--- src/rtl/sw_debounce.sv ---
// Multi-channel switch/button conditioner: two-flop synchroniser, per-channel
// stability counter, clean level output and registered one-cycle edge strobes.
module sw_debounce #(
    parameter int WIDTH      = 2,
    parameter int STABLE_CNT = 1000000,
    parameter int CNT_W      = 24
) (
    input  logic             clk,
    input  logic             rst,
    input  logic [WIDTH-1:0] btn_in,
    output logic [WIDTH-1:0] btn_out,
    output logic [WIDTH-1:0] btn_rise,
    output logic [WIDTH-1:0] btn_fall
);

    localparam logic [CNT_W-1:0] CNT_LAST = CNT_W'(STABLE_CNT - 1);

    logic [WIDTH-1:0] s1_q, s2_q;
    logic [WIDTH-1:0] out_q, out_d;
    logic [WIDTH-1:0] rise_q, rise_d;
    logic [WIDTH-1:0] fall_q, fall_d;
    logic [CNT_W-1:0] cnt_q [WIDTH];
    logic [CNT_W-1:0] cnt_d [WIDTH];

    // A sample that agrees with the accepted level restarts the count, so any
    // glitch forces a full STABLE_CNT run of the new level before acceptance.
    always_comb begin
        out_d  = out_q;
        rise_d = '0;
        fall_d = '0;
        for (int unsigned i = 0; i < WIDTH; i++) begin
            cnt_d[i] = '0;
            if (s2_q[i] != out_q[i]) begin
                if (cnt_q[i] == CNT_LAST) begin
                    out_d[i]  = s2_q[i];
                    rise_d[i] = s2_q[i];
                    fall_d[i] = ~s2_q[i];
                end else begin
                    cnt_d[i] = cnt_q[i] + CNT_W'(1);
                end
            end
        end
    end

    always_ff @(posedge clk or posedge rst) begin
        if (rst) begin
            s1_q   <= '0;
            s2_q   <= '0;
            out_q  <= '0;
            rise_q <= '0;
            fall_q <= '0;
            for (int unsigned i = 0; i < WIDTH; i++) begin
                cnt_q[i] <= '0;
            end
        end else begin
            s1_q   <= btn_in;
            s2_q   <= s1_q;
            out_q  <= out_d;
            rise_q <= rise_d;
            fall_q <= fall_d;
            for (int unsigned i = 0; i < WIDTH; i++) begin
                cnt_q[i] <= cnt_d[i];
            end
        end
    end

    assign btn_out  = out_q;
    assign btn_rise = rise_q;
    assign btn_fall = fall_q;

endmodule
--- config.mk ---
export PLATFORM = sky130hd
export DESIGN_NAME = sw_debounce
export DESIGN_NICKNAME = d
export VERILOG_FILES = /design/src/rtl/sw_debounce.sv
export SDC_FILE = /design/constraint.sdc
export NUM_CORES = 1
export LEC_CHECK = 0
export CORE_MARGIN = 8
export CORE_UTILIZATION = 40
export CTS_CLUSTER_DIAMETER = 150
export DETAILED_ROUTE_END_ITERATION = 8
export DONT_BUFFER_PORTS = 1
export MAX_ROUTING_LAYER = met4
export PLACE_DENSITY = 0.53
export SYNTH_ARGS = -nofsm -noshare
export SYNTH_HDL_FRONTEND = slang
export SYNTH_SLANG_ARGS = --single-unit
--- constraint.sdc ---
create_clock -name clk -period 3.8 [get_ports clk]
set_input_delay 0.57 -clock clk [delete_from_list [all_inputs] [get_ports clk]]
set_output_delay 0.57 -clock clk [all_outputs]
set_load 0.02 [all_outputs]
==> summary.md, run 1 <==
| Metric | Value |
|---|---|
| Run status | `complete, no violations` |
| I/O pin count | `10` |
| Initial antenna violation count | `0` |
| R2r setup slk | `1.23 ns` |
| Crit end category | `register` |
| Vias per cell | `5.32` |
| Slowest stage cell on the critical path | `o21ai_2` |
| HPWL after DPL | `3710 um` |
| Flop pwr share | `46.3%` |
| Antenna Nets Post-Route | `0` |
| Largest net degree at the start of global routing | `40` |
| Hold path start | `btn_in[0]` |
| Critical Path AT | `2.74 ns` |
| Tot GR Track Use | `12.5%` |
| EDFF count, synth | `0` |
| Final TNS setup | `0 ns` |
| HP Class | `in -> reg` |
| P_leak | `1.22 nW` |
| Synth top area cells | `dfrtp_1 (52%), xnor2_1 (5.9%), nor2_1 (4.4%)` |
| Core area | `6790 um^2` |
| Hold endpoint | `s1_q[0]$_DFF_PP0_` |
| Total of max-cap violations | `0` |
| Startpoint types | `register` |
| TritonCTS Buffers | `9` |
| Fin util | `46.1%` |
| Cell row count | `30` |
| Root Buffer | `clkbuf_8` |
| CTS tree | `yes` |
| Synthesis Warnings | `0` |
| Max Buffers Root-to-Sink | `2` |
| Switching Share | `21.5%` |
| Worst-margin pin slew | `1.01 ns` |
| Post-CTS Setup Inserts | `0` |
| Chip Width | `99.7 um` |
| Cts hold-fix bufs | `0` |
| Final Hold Vio Count | `0` |
| Unrepaired setup endpoints after global routing | `no` |
| Initial Util | `41.3%` |
| GP Congestion | `0.776` |
| Power share of the clock group | `51.3%` |
| Most numerous cell in the Yosys netlist | `dfrtp_1` |
| Clock slew at reported path FFs | `0.08 ns` |
| Post-synth top cells | `dfrtp_1 (58), nor2_1 (33), a21oi_1 (19), xnor2_1 (19), nand3_1 (17)` |
| Number of storage elements in the synthesis netlist | `58` |
| Synth Area per Inst | `9.95 um^2` |
| Logic pwr share | `2.4%` |
| Ys flop type | `dfrtp_1` |
| Pint | `1.07 mW` |
| Routed Wire Length | `5590 um` |
| Worst relative slew slack | `32.6%` |
| Critical Path RT | `3.97 ns` |
| Layout cells sized above 1 | `9.00%` |
| Worst path max stage delay | `0.81 ns` |
| Drt pass-1 iters | `4` |
| Die height | `99.7 um` |
| Crit path kind | `reg -> reg` |
| Seq/Total Area, Yosys | `51.7%` |
| Setup Viol. Count Final | `0` |
| Diodes inserted | `0` |
| Area Growth Syn to Fin | `11.7%` |
| Async SR Flop Fraction | `100%` |
| Vias | `2047` |
| Worst-Skew Late Latency | `0.34 ns` |
| Max FO, Critical Path | `23` |
| Number of cells on the worst hold path | `0` |
| PD cells | `435 nW/um^2` |
| Worst vdd ir | `0.000206 V` |
| First-pass GRT wire length | `9690 um` |
| H-tree Lvls | `3` |
| Detailed-route wire length per cell | `14.5 um` |
| Starting DRC count in detailed routing | `93` |
| WHS | `0.254 ns` |
| PortBufs | `0` |
| Mapped Area | `2810 um^2` |
| Layout Skew | `0.0113 ns` |
| Post-Syn Nets | `288` |
| Total grt overflow | `0` |
| Cells after Synth | `282` |
| Library cells used by synthesis | `33` |
| Critical path cell sequence | `or4b_1, or4b_4, o21ai_2, nor2_1` |
| Peak Freq | `390 MHz` |
| Die area | `9950 um^2` |
| Yosys top cell area share | `51.7%` |
| NetSw | `0.293 mW` |
| RR Startpoint | `cnt_q[36]$_DFF_PP0_` |
| Synth area leader | `dfrtp_1` |
| Clock period minus worst slack | `2.57 ns` |
| Reg2reg end | `cnt_q[33]$_DFF_PP0_` |
| # DRC | `0` |
| # resized after CTS | `0` |
| Nets | `290` |
| Period Utilization, post-route | `67.5%` |
| Vias in the first global route | `1952` |
| FF-to-FF path depth | `4` |
| CTS sink count | `58` |
| Final Max Slew Viols | `0` |
[kinds of logic (layout without fill, tap and decap cells)]
family,Yosys count,after routing,synth area share (%)
buffers and inverters,18,25,2.59
adder cells (fa/ha/maj),2,2,0.892
XOR/XNOR,27,27,8.43
AND/OR/NAND/NOR,135,135,27.3
flip-flops,58,58,51.7
multiplexers,2,2,0.936
AO/OA/AOI/OAI,40,40,8.12
[power groups by stage]
stage                     clock network (mW)  registers, mW  logic [mW]
after floorplan                            0          0.642      0.0256
after global placement                     0          0.643      0.0334
after detailed placement                   0          0.643      0.0342
after CTS                              0.717          0.631      0.0343
after global routing                   0.744          0.633      0.0383
final                                  0.699          0.631      0.0322
[layer usage]
| layer | routed length (um) | GRT usage [%] | vias to the layer above |
|---|---|---|---|
| met5 | 0 | - | - |
| met4 | 87 | 5.59 | 0 |
| met3 | 219 | 3.35 | 6 |
| met2 | 2330 | 17.0 | 33 |
| met1 | 2950 | 16.9 | 980 |
| li1 | - | - | 1028 |
[area by class of cell]
| type | count | area [um^2] |
|---|---|---|
| tap | 96 | 120 |
| timing repair buffer | 1 | 7.51 |
| clock buffer | 10 | 128 |
| fill | 648 | 3660 |
| inverter | 8 | 30.0 |
| clock inverter | 6 | 115 |
| sequential | 58 | 1450 |
| multi-input combinational | 206 | 1280 |
[stage by stage]
step	setup slack (ns)	area, um^2	cells	total power [mW]
after floorplan	1.75	2810	282	0.667
after global placement	1.27	2890	369	0.676
after detailed placement	1.23	2890	369	0.677
after CTS	1.20	3130	385	1.38
after global routing	1.11	3130	385	1.41
final	1.23	3130	385	1.36
[worst max-delay path: cells and delay by family, from the launching register on]
kind	cells	cell delay, ns
flip-flops	1	0.44
AO/OA/AOI/OAI	1	0.81
AND/OR/NAND/NOR	3	1.14
[layout by cell type (no fill, tap or decap), types with 3 or more instances in the layout]
cell type and count:
or3_1 13, o21ai_0 12, clkbuf_8 9, nand2_1 14, inv_1 7, nand4_1 13, nand3_1 17, bufinv_16 3
nor4_1 8, or4_1 10, nor3b_1 4, and3_1 4, nor2_1 33, dfrtp_1 58, a21oi_1 19, xor2_1 8
xnor2_1 19, nor3_1 7, o31ai_1 6, and4_1 4
[worst max path at each step]
stage	start	endpoint	slack, ns	cells past startpoint
after detailed placement	cnt_q[36]$_DFF_PP0_	cnt_q[34]$_DFF_PP0_	1.23	4
after floorplan	cnt_q[36]$_DFF_PP0_	btn_out[0]$_DFFE_PP0P_	1.75	4
after CTS	cnt_q[36]$_DFF_PP0_	cnt_q[33]$_DFF_PP0_	1.20	4
after global placement	cnt_q[36]$_DFF_PP0_	cnt_q[37]$_DFF_PP0_	1.27	4
after global routing	cnt_q[36]$_DFF_PP0_	cnt_q[34]$_DFF_PP0_	1.11	4
final	cnt_q[36]$_DFF_PP0_	cnt_q[33]$_DFF_PP0_	1.23	4
[state kept, by name (all words and copies together), names as in the netlist]
name	flops
btn_rise	2
s2_q	2
btn_fall	2
btn_out	2
cnt_q	48
s1_q	2
No activity file was read; power rests on OpenSTA's default activity.
==> inputs of run 2 (changes only) <==
PLACE_DENSITY = 0.55   (was 0.53)
clock period = 2.12 ns   (was 3.8 ns; I/O delays follow)
==> run 2 against run 1 <==
  * Clock skew is 0.0027 ns lower
  * Sequential power is 79% higher
  * First-iteration DRC count up 8.6%
  * Largest power group unchanged
  * Critical endpoint is now btn_out[0]$_DFFE_PP0P_
  * Utilization increased by 2.4 points
  * Combinational power rose by 120%
==> summary.md, run 2 (synthesis gave the netlist of run 1 again) <==
| Metric | Value |
|---|---|
| Run status | `complete, no violations` |
| Worst vdd ir | `0.000365 V (+77%)` |
| Peak Freq | `489 MHz (+25%)` |
| HPWL after DPL | `3890 um (+4.9%)` |
| NetSw | `0.504 mW (+72%)` |
| Total of max-cap violations | `0 (unchanged)` |
| Diodes inserted | `0 (unchanged)` |
| Pre-CTS WS | `0.0800 ns (-1.15 ns)` |
| Clock period minus worst slack | `2.05 ns (-0.521 ns)` |
| Commonest non-fill, non-tap cells in the layout | `dfrtp_1 (58), nor2_1 (33), a21oi_1 (19), xnor2_1 (19), buf_4 (18)` |
| Worst relative slew slack | `67.5% (+35 points)` |
| Max FFs per register | `48 (unchanged)` |
| Initial antenna violation count | `0 (unchanged)` |
| Worst-Skew Late Latency | `0.33 ns (about the same)` |
| First-pass GRT wire length | `10100 um (+4.1%)` |
| Top reg by flops | `cnt_q` |
| Max FO, Critical Path | `4 (-83%)` |
| Final worst setup slack | `0.0744 ns (-1.16 ns)` |
| Routed Wire Length | `5630 um (+0.55%)` |
| Die height | `99.7 um (unchanged)` |
| Root Buffer | `clkbuf_8` |
| Vias | `2137 (+4.4%)` |
| Unrepaired setup endpoints after global routing | `no` |
| GP Congestion | `0.808 (+4.1%)` |
| # DRC | `0 (unchanged)` |
| Nets | `311 (+7.2%)` |
| Flop pwr share | `48.4% (+2.1 points)` |
| Period Utilization, post-route | `96.5% (+29 points)` |
| Power share of the clock group | `48.6% (-2.7 points)` |
| Setup Viol. Count Final | `0 (unchanged)` |
| Final TNS setup | `0 ns (unchanged)` |
| Post-CTS Setup Inserts | `0 (unchanged)` |
| Drt pass-1 iters | `4 (unchanged)` |
| Critical Path RT | `2.34 ns (-1.63 ns)` |
| Chip Width | `99.7 um (unchanged)` |
| Final Max Slew Viols | `0 (unchanged)` |
| Layout Skew | `0.00866 ns (-0.00268 ns)` |
| CTS sink count | `58 (unchanged)` |
| Critical Path AT | `2.27 ns (-0.47 ns)` |
| PD cells | `710 nW/um^2 (+63%)` |
| Dpl cells | `387 (+4.9%)` |
| Crit end category | `register` |
| Vias per cell | `5.26 (-1.0%)` |
| Worst-margin pin slew | `0.482 ns (-0.528 ns)` |
| Vias in the first global route | `2095 (+7.3%)` |
| Die area | `9950 um^2 (unchanged)` |
| Pint | `1.84 mW (+72%)` |
| Antenna Nets Post-Route | `0 (unchanged)` |
| P_leak | `1.32 nW (+8.4%)` |
| Max Buffers Root-to-Sink | `2 (unchanged)` |
| Core area | `6790 um^2 (unchanged)` |
| Starting DRC count in detailed routing | `101 (+8.6%)` |
| TritonCTS Buffers | `9 (unchanged)` |
| Total grt overflow | `0 (unchanged)` |
| Clock slew at reported path FFs | `0.07 ns (about the same)` |
| H-tree Lvls | `3 (unchanged)` |
| Initial Util | `41.3% (unchanged)` |
| PortBufs | `0 (unchanged)` |
| HP Class | `reg -> reg` |
| I/O pin count | `10 (unchanged)` |
| Fin util | `48.5% (+2.4 points)` |
| Fill count | `624 (-3.7%)` |
| R2r setup slk | `0.07 ns (-1.16 ns)` |
| Most common cell after layout, fill and taps aside | `dfrtp_1` |
| Layout cells sized above 1 | `14.8% (+5.8 points)` |
| Detailed-route wire length per cell | `13.9 um (-4.6%)` |
| Startpoint types | `register` |
| Area Growth Syn to Fin | `17.4%` |
| Cell row count | `30 (unchanged)` |
| Tot GR Track Use | `13.0% (+0.46 points)` |
| Largest net degree at the start of global routing | `59 (+48%)` |
| Switching Share | `21.6% (+0.059 points)` |
| CTS tree | `yes` |
| Crit path kind | `reg -> reg` |
| Post-Layout Cell Count | `406 (+5.5%)` |
| Logic pwr share | `3.1% (+0.7 points)` |
| Final Hold Vio Count | `0 (unchanged)` |
## run 2: through the flow
| step | hold slack [ns] | power (mW) | area, um^2 |
|---|---|---|---|
| floorplan | 0.331 | 1.20 | 2810 |
| global placement | 0.290 | 1.22 | 3040 |
| detailed placement | 0.286 | 1.22 | 3040 |
| CTS | 0.354 | 2.38 | 3290 |
| global route | 0.357 | 2.44 | 3290 |
| finish | 0.352 | 2.34 | 3290 |
## run 2: routing by layer
layer	track usage [%]	share of wire, %
met2	17.9	42
met1	17.3	53
met4	4.54	1.2
met3	4.26	3.2
met5	-	0
## run 2: critical path: stages, from the launching register on
cell and delay (ns):
dfrtp_1 0.37, or4b_1 0.53, or4b_4 0.50, nand4b_4 0.22, mux2_4 0.31
## run 2: power by group through the flow
stage / Combinational [mW] / Clock [mW] / Sequential [mW]
final: 0.0720 / 1.14 / 1.13
after global routing: 0.0834 / 1.22 / 1.13
after CTS: 0.0754 / 1.17 / 1.13
after detailed placement: 0.0703 / 0 / 1.15
after global placement: 0.0725 / 0 / 1.15
after floorplan: 0.0458 / 0 / 1.15
## run 2: worst paths after layout
path,start,to,depth (start not counted)
setup / recovery,cnt_q[39]$_DFF_PP0_,btn_out[0]$_DFFE_PP0P_,4
hold / removal,s1_q[0]$_DFF_PP0_,s2_q[0]$_DFF_PP0_,0
setup reg to reg,cnt_q[39]$_DFF_PP0_,btn_out[0]$_DFFE_PP0P_,4
hold reg to reg,s1_q[0]$_DFF_PP0_,s2_q[0]$_DFF_PP0_,0
max in group asynchronous,rst,cnt_q[17]$_DFF_PP0_,3
min in group asynchronous,rst,cnt_q[31]$_DFF_PP0_,3
## run 2: final cells by class
type                    instances  area (um^2)  area share (%)
repair buffers                 22          185            5.62
clock buffers                  11          141            4.29
clock inverters                 5         77.6            2.35
flip-flops and latches         58         1450            44.1
well taps                      96          120            3.65
multi-input cells             206         1290            39.1
inverters                       8         30.0           0.912
## run 2: repair_timing
action | 4_1_cts | 5_1_grt
hold buffers | 3 | 0
setup endpoints to repair | 0 | 2
resized for setup | 0 | 2
endpoints found under the hold margin | 60 | 0
